**src/rtl/definitions_pkg.sv**
```systemverilog
`default_nettype none
// ============================================================================
// Package     : definitions_pkg
// Description : Shared SoC definitions. Holds the synchroniser state
//               encoding and the interrupt timer state encoding and
//               register map.
// Revision    : 1.0 - TimerState and TMR_* register indices added
// ============================================================================
package definitions_pkg;

   // Synchroniser handshake states used elsewhere in the SoC.
   typedef enum logic [1:0] {
      SYN_IDLE   = 2'd0,
      SYN_ACTIVE = 2'd1,
      SYN_DONE   = 2'd2
   } SynState;

   // Interrupt timer control FSM.
   typedef enum logic [0:0] {
      IDLE    = 1'b0,
      RUNNING = 1'b1
   } TimerState;

   // Timer register indices (addr bus value).
   localparam logic [2:0] TMR_CTRL     = 3'd0;
   localparam logic [2:0] TMR_STATUS   = 3'd1;
   localparam logic [2:0] TMR_LOAD     = 3'd2;
   localparam logic [2:0] TMR_COUNT    = 3'd3;
   localparam logic [2:0] TMR_PRESCALE = 3'd4;

   // CTRL register bit positions.
   localparam int CTRL_EN_BIT     = 0;
   localparam int CTRL_IRQ_EN_BIT = 1;
   localparam int CTRL_AR_BIT     = 2;

endpackage : definitions_pkg
`default_nettype wire

```
**src/rtl/timer_prescaler.sv**
```systemverilog
`default_nettype none
// ============================================================================
// Module      : timer_prescaler
// Description : Clock divider for irq_timer. Down-counter that emits a
//               single-cycle tick once every divisor+1 cycles while run is
//               high. restart reloads the counter from divisor.
// Ports       : clk      - system clock
//               reset    - asynchronous active-low reset
//               restart  - reload counter (timer start)
//               run      - count enable (timer running)
//               divisor  - division value P (period P+1)
//               tick     - one-cycle tick output
// Revision    : 1.0 - initial release
// ============================================================================
module timer_prescaler #(
   parameter int PRESCALE_WIDTH = 16
) (
   input  logic                      clk,
   input  logic                      reset,
   input  logic                      restart,
   input  logic                      run,
   input  logic [PRESCALE_WIDTH-1:0] divisor,
   output logic                      tick
);

   logic [PRESCALE_WIDTH-1:0] cnt_q, cnt_d;

   // Tick fires on the cycle the counter has run down to zero; the
   // counter is reloaded on that same edge so the period is divisor+1.
   assign tick = run & ~restart & (cnt_q == '0);

   always_comb begin
      cnt_d = cnt_q;
      if (restart) begin
         cnt_d = divisor;
      end else if (run) begin
         cnt_d = (cnt_q == '0) ? divisor : cnt_q - PRESCALE_WIDTH'(1);
      end
   end

   always_ff @(posedge clk or negedge reset) begin
      if (!reset) begin
         cnt_q <= '0;
      end else begin
         cnt_q <= cnt_d;
      end
   end

endmodule : timer_prescaler
`default_nettype wire

```
**src/rtl/irq_timer.sv**
```systemverilog
`default_nettype none
// ============================================================================
// Module      : irq_timer
// Description : Programmable down-counting interrupt timer with one-shot and
//               auto-reload modes and a write-1-to-clear expiry flag.
// Macro       : TIMER_PRESCALER_EN - when defined, adds the PRESCALE register
//               and a timer_prescaler instance; otherwise the timer ticks
//               every clock while running.
// Ports       : clk     - system clock
//               reset   - asynchronous active-low reset
//               cs      - active-low chip select
//               wr      - active-low write strobe (qualified by cs)
//               addr    - register index (0 CTRL .. 4 PRESCALE)
//               wr_data - write data
//               rd_data - combinational read data, 0 when not selected
//               irq     - active-high interrupt request
// Revision    : 1.0 - initial release
// ============================================================================
module irq_timer
   import definitions_pkg::*;
#(
   parameter int COUNT_WIDTH    = 32,
   parameter int PRESCALE_WIDTH = 16
) (
   input  logic        clk,
   input  logic        reset,
   input  logic        cs,
   input  logic        wr,
   input  logic [2:0]  addr,
   input  logic [31:0] wr_data,
   output logic [31:0] rd_data,
   output logic        irq
);

   TimerState              state_q, state_d;
   logic                   en_q, en_d;
   logic                   irq_en_q, irq_en_d;
   logic                   ar_q, ar_d;
   logic                   expired_q, expired_d;
   logic [COUNT_WIDTH-1:0] load_q, load_d;
   logic [COUNT_WIDTH-1:0] count_q, count_d;

   logic        wr_en, wr_ctrl, wr_status, wr_load, wr_count;
   logic        start, tick;
   logic [31:0] prescale_rd;
   logic        unused_wr_data;

   assign wr_en     = ~cs & ~wr;
   assign wr_ctrl   = wr_en & (addr == TMR_CTRL);
   assign wr_status = wr_en & (addr == TMR_STATUS);
   assign wr_load   = wr_en & (addr == TMR_LOAD);
   assign wr_count  = wr_en & (addr == TMR_COUNT);
   assign start     = wr_ctrl & wr_data[CTRL_EN_BIT] & (state_q == IDLE);

   assign unused_wr_data = ^wr_data;

`ifdef TIMER_PRESCALER_EN
   logic [PRESCALE_WIDTH-1:0] prescale_q;

   always_ff @(posedge clk or negedge reset) begin
      if (!reset) begin
         prescale_q <= '0;
      end else if (wr_en && (addr == TMR_PRESCALE)) begin
         prescale_q <= wr_data[PRESCALE_WIDTH-1:0];
      end
   end

   timer_prescaler #(
      .PRESCALE_WIDTH (PRESCALE_WIDTH)
   ) u_prescaler (
      .clk     (clk),
      .reset   (reset),
      .restart (start),
      .run     (state_q == RUNNING),
      .divisor (prescale_q),
      .tick    (tick)
   );

   assign prescale_rd = 32'(prescale_q);
`else
   logic [PRESCALE_WIDTH-1:0] unused_prescale;

   assign unused_prescale = '0;
   assign tick            = (state_q == RUNNING);
   assign prescale_rd     = '0;
`endif

   always_comb begin
      state_d   = state_q;
      en_d      = en_q;
      irq_en_d  = irq_en_q;
      ar_d      = ar_q;
      expired_d = expired_q;
      load_d    = load_q;
      count_d   = count_q;

      if (wr_load) begin
         load_d = wr_data[COUNT_WIDTH-1:0];
      end
      // Clear first so a same-cycle expiry below overrides it.
      if (wr_status && wr_data[0]) begin
         expired_d = 1'b0;
      end

      case (state_q)
         IDLE: begin
            if (start) begin
               state_d = RUNNING;
               count_d = load_q;
            end
         end
         RUNNING: begin
            if (tick) begin
               if (count_q != '0) begin
                  count_d = count_q - COUNT_WIDTH'(1);
               end else begin
                  expired_d = 1'b1;
                  if (ar_q) begin
                     count_d = load_q;
                  end else begin
                     en_d    = 1'b0;
                     state_d = IDLE;
                  end
               end
            end
         end
         default: state_d = IDLE;
      endcase

      // A CTRL write takes precedence over a same-cycle one-shot stop.
      if (wr_ctrl) begin
         en_d     = wr_data[CTRL_EN_BIT];
         irq_en_d = wr_data[CTRL_IRQ_EN_BIT];
         ar_d     = wr_data[CTRL_AR_BIT];
         state_d  = wr_data[CTRL_EN_BIT] ? RUNNING : IDLE;
      end
      if (wr_count) begin
         count_d = wr_data[COUNT_WIDTH-1:0];
      end
   end

   always_ff @(posedge clk or negedge reset) begin
      if (!reset) begin
         state_q   <= IDLE;
         en_q      <= 1'b0;
         irq_en_q  <= 1'b0;
         ar_q      <= 1'b0;
         expired_q <= 1'b0;
         load_q    <= '0;
         count_q   <= '0;
      end else begin
         state_q   <= state_d;
         en_q      <= en_d;
         irq_en_q  <= irq_en_d;
         ar_q      <= ar_d;
         expired_q <= expired_d;
         load_q    <= load_d;
         count_q   <= count_d;
      end
   end

   assign irq = expired_q & irq_en_q;

   always_comb begin
      rd_data = '0;
      if (!cs) begin
         case (addr)
            TMR_CTRL:     rd_data = {29'b0, ar_q, irq_en_q, en_q};
            TMR_STATUS:   rd_data = {31'b0, expired_q};
            TMR_LOAD:     rd_data = 32'(load_q);
            TMR_COUNT:    rd_data = 32'(count_q);
            TMR_PRESCALE: rd_data = prescale_rd;
            default:      rd_data = '0;
         endcase
      end
   end

endmodule : irq_timer
`default_nettype wire

```
**config.mk**
```make
export PLATFORM = sky130hd
export DESIGN_NAME = irq_timer
export DESIGN_NICKNAME = d
export VERILOG_FILES = /design/src/rtl/definitions_pkg.sv /design/src/rtl/timer_prescaler.sv /design/src/rtl/irq_timer.sv
export SDC_FILE = /design/constraint.sdc
export NUM_CORES = 1
export LEC_CHECK = 0
export BUFFER_PORTS_ARGS = -buffer_cell sky130_fd_sc_hd__buf_4
export CAP_MARGIN = 15
export CORE_MARGIN = 2
export CORE_UTILIZATION = 45
export CTS_CLUSTER_DIAMETER = 150
export DETAILED_ROUTE_END_ITERATION = 10
export PLACE_DENSITY = 0.7
export SYNTH_ARGS = -nofsm -noshare
export SYNTH_HDL_FRONTEND = slang
export SYNTH_SLANG_ARGS = --single-unit
```
**constraint.sdc**
```tcl
create_clock -name clk -period 2.2 [get_ports clk]
set_input_delay 0.22 -clock clk [delete_from_list [all_inputs] [get_ports clk]]
set_output_delay 0.22 -clock clk [all_outputs]
set_load 0.02 [all_outputs]
```
==> summary.txt <==
STA
  • Slew @ Worst Pin: 0.924 ns
  • Unrepaired setup endpoints after global routing: true
  • Final hold viol count: 13
  • Setup violators final: 30
  • Achievable frequency: 0.426 GHz
  • Final hold slack: -0.0317 ns
  • Max Clock Skew: 0.00787 ns
  • Setup TNS: -2.50 ns
  • Final worst-path setup slack: -0.150 ns
  • Final period utilization: 1.07
  • Final min period: 2.35 ns
  • Max Slew Vio Count: 0
  • Slew HR: 0.384

Pwr
  • Net Switching: 2.64 mW
  • P_int: 4.03 mW
  • Sw Ratio: 0.396
  • Max IR drop VDD: 0.507 mV
  • Static leakage: 2.76 nW
  • Power Total: 6.67 mW
  • Pwr/cell area: 1030 nW/µm²
  • Clk pwr share: 0.156
  • Combinational share of power: 0.523
  • Reg power frac: 0.321

Outcome
  • Outcome: finished, violations left
  • Failing checks: negative hold slack, negative setup slack

Final layout
  • Diode count: 0
  • Nets: 691
  • Core Util, Final: 0.669
  • Share of layout cells above drive strength 1: 0.461
  • Layout area overhead: 46.5%

Routing
  • Vias per cell: 6.01
  • DRC Markers: 0
  • WL/cell: 19.0 µm
  • First-pass iteration count of the detailed router: 5
  • Routed wire length: 14.9 mm
  • DRT iter0 DRCs: 356
  • Vias: 4739
  • Detail Route Antenna Nets: 0

Critical path
  • Critical R2R Launch: count_q[10]$_DFFE_PN0P_
  • Reg-to-reg endpoint: count_q[0]$_DFFE_PN0P_
  • Crit path launch type: register
  • Critical Path RT: 2.44 ns
  • Crit-path max FO: 3
  • Worst EP arrival: 2.59 ns
  • Critical path class: register to register
  • Reg2Reg Depth: 8
  • Worst reg2reg setup slack: -0.15 ns
  • CP endpoint kind: register

Yosys
  • Post-Synthesis Cell Area: 4400 µm²
  • Asr flop ratio synth: 1.00
  • Avg Cell Area, Syn: 8.77 µm²
  • Yosys reg bits: 69
  • Most common cell in the netlist: nor2_1
  • Mapped Nets: 543
  • Top cells by count, synth: nor2_1, dfrtp_1, a21oi_1
  • Post-synth top flop: dfrtp_1
  • Syn Inst Count: 502
  • Sequential-to-total area share from yosys stat: 0.392
  • Synth unique cells: 59
  • Post-synth EDFFs: 0
  • Syn. warnings: 0
  • Largest cells by area after synthesis: dfrtp_1, mux2_2, nor2_1, a22oi_1, a21oi_1
  • Cell taking the most area after synthesis: dfrtp_1
  • Post-synth top area share: 0.392

Placed design
  • Port bufs: 71
  • Gp weighted congestion: 0.905
  • Dpl hpwl: 9.47 mm

GRT
  • GR Util All Layers: 0.266
  • Aggregate global routing overflow: 0
  • Antenna violations before repair: 0
  • Number of global-route vias before repair: 4450
  • Largest net degree at the start of global routing: 70
  • First-pass GRT wire length: 21.8 mm

Flow run
  • Max-capacitance violation count: 0

Clocking
  • CTS clock-pin slew for the worst setup and hold paths: 0.07 ns
  • CTS buffer count: 9
  • Root Driver: clkbuf_8
  • CTS max path bufs: 2
  • Clock Latency Late Sink: 0.36 ns
  • H-Tree Depth: 3
  • CTS sink cnt: 69
  • # hold bufs at CTS: 0
  • CTS tree: built

Die
  • Die Wd: 103 µm
  • Die area: 10600 µm²
  • Row cnt: 36
  • Io pins: 72
  • Die height: 103 µm
  • Core ar.: 9640 µm²
  • Starting density of the core: 0.457

Min path
  • HP Class: input pin to async pin
==> power by group through the flow <==
stage / clock network [mW] / logic (mW) / registers, mW
after detailed placement: 0 / 2.76 / 2.09
final: 1.04 / 3.49 / 2.14
after CTS: 1.06 / 2.85 / 2.10
after floorplan: 0 / 1.52 / 2.06
after global placement: 0 / 2.70 / 2.06
after global routing: 1.12 / 3.70 / 2.18
==> worst max-delay path by stage <==
stage,endpoint,depth (start not counted),slack (ns),start
3_5_place_dp,count_q[31]$_DFFE_PN0P_,6,-0.20,count_q[21]$_DFFE_PN0P_
4_1_cts,count_q[31]$_DFFE_PN0P_,6,-0.13,count_q[21]$_DFFE_PN0P_
2_1_floorplan,count_q[31]$_DFFE_PN0P_,7,-0.14,count_q[20]$_DFFE_PN0P_
5_1_grt,count_q[6]$_DFFE_PN0P_,9,-0.21,count_q[10]$_DFFE_PN0P_
3_3_place_gp,count_q[31]$_DFFE_PN0P_,6,-0.11,count_q[21]$_DFFE_PN0P_
6_report,count_q[0]$_DFFE_PN0P_,8,-0.15,count_q[10]$_DFFE_PN0P_
==> metrics by stage <==
step                setup WS, ns  instance area, µm²  std cells  hold slack (ns)
floorplan                 -0.145                4440        502          -0.0756
global placement          -0.111                5670        753            0.400
detailed placement        -0.199                5670        753            0.408
CTS                       -0.126                5950        771           0.0217
global route              -0.210                6450        788           0.0664
finish                    -0.150                6450        788          -0.0317
==> registers in the layout, summed over array words and instances (netlist names) <==
signal and cells:
ar_q 1, count_q 32, en_q 1, expired_q 1
irq_en_q 1, load_q 32, state_q 1
==> area by class of cell <==
class	count	area, µm²
Clock buffer	11	141
Timing Repair Buffer	179	1530
Inverter	2	7.51
Clock inverter	5	50.0
Fill cell	801	3190
Sequential cell	69	1730
Multi-Input combinational cell	389	2830
Tap cell	133	166
==> critical path, cell delays in order, from the launching register on <==
cell and delay [ns]:
dfrtp_1 0.41, nor4_4 0.43, buf_4 0.19, and4b_2 0.27
nand4_1 0.20, buf_4 0.20, a311oi_2 0.31, a31o_1 0.17
a21oi_2 0.06
==> placed cells by master, fill, tap and decap left out, types with 4 or more instances in the layout <==
cell type	count
clkinv_2	4
nor4_2	4
o211ai_1	12
or2_2	4
a21oi_1	28
and2_1	4
a211o_1	5
nor4_1	4
nand2_1	28
a22oi_1	33
buf_12	7
a211oi_1	4
a31oi_1	8
a222oi_1	4
mux2_2	36
a21oi_2	10
buf_4	150
nor3_1	16
nand4_1	5
dfrtp_1	68
nor2_2	5
clkbuf_8	10
nand2b_1	4
nand3_1	8
nor2_1	76
o21ai_2	8
o21ai_1	11
buf_6	19
o21ai_0	4
==> routing by layer <==
layer / vias to the layer above / wire, µm / GRT usage
li1: 2160 / - / -
met1: 2314 / 6420 / 0.365
met2: 227 / 7140 / 0.421
met3: 38 / 1060 / 0.0400
met4: 0 / 323 / 0.114
met5: - / 0 / 0
==> timing repair <==
item / in CTS / in global routing
cloned: 1 / 3
setup endpoints to repair: 29 / 32
buffers inserted: 1 / 14
pin swaps: 10 / 54
gates resized for setup: 20 / 84
==> logic make-up (layout without fill, tap and decap cells) <==
| family | Yosys count | after routing | share of synthesized area |
|---|---|---|---|
| and+or+nand+nor | 192 | 192 | 0.223 |
| AOI/OAI and AO/OA | 152 | 152 | 0.231 |
| DFF | 69 | 69 | 0.392 |
| buffers and inverters | 44 | 197 | 0.0418 |
| muxes | 37 | 37 | 0.0944 |
| xor gates and xnor gates | 6 | 6 | 0.0119 |
| adders and majority gates | 2 | 2 | 0.00569 |
No activity file was read; power rests on OpenSTA's default activity.
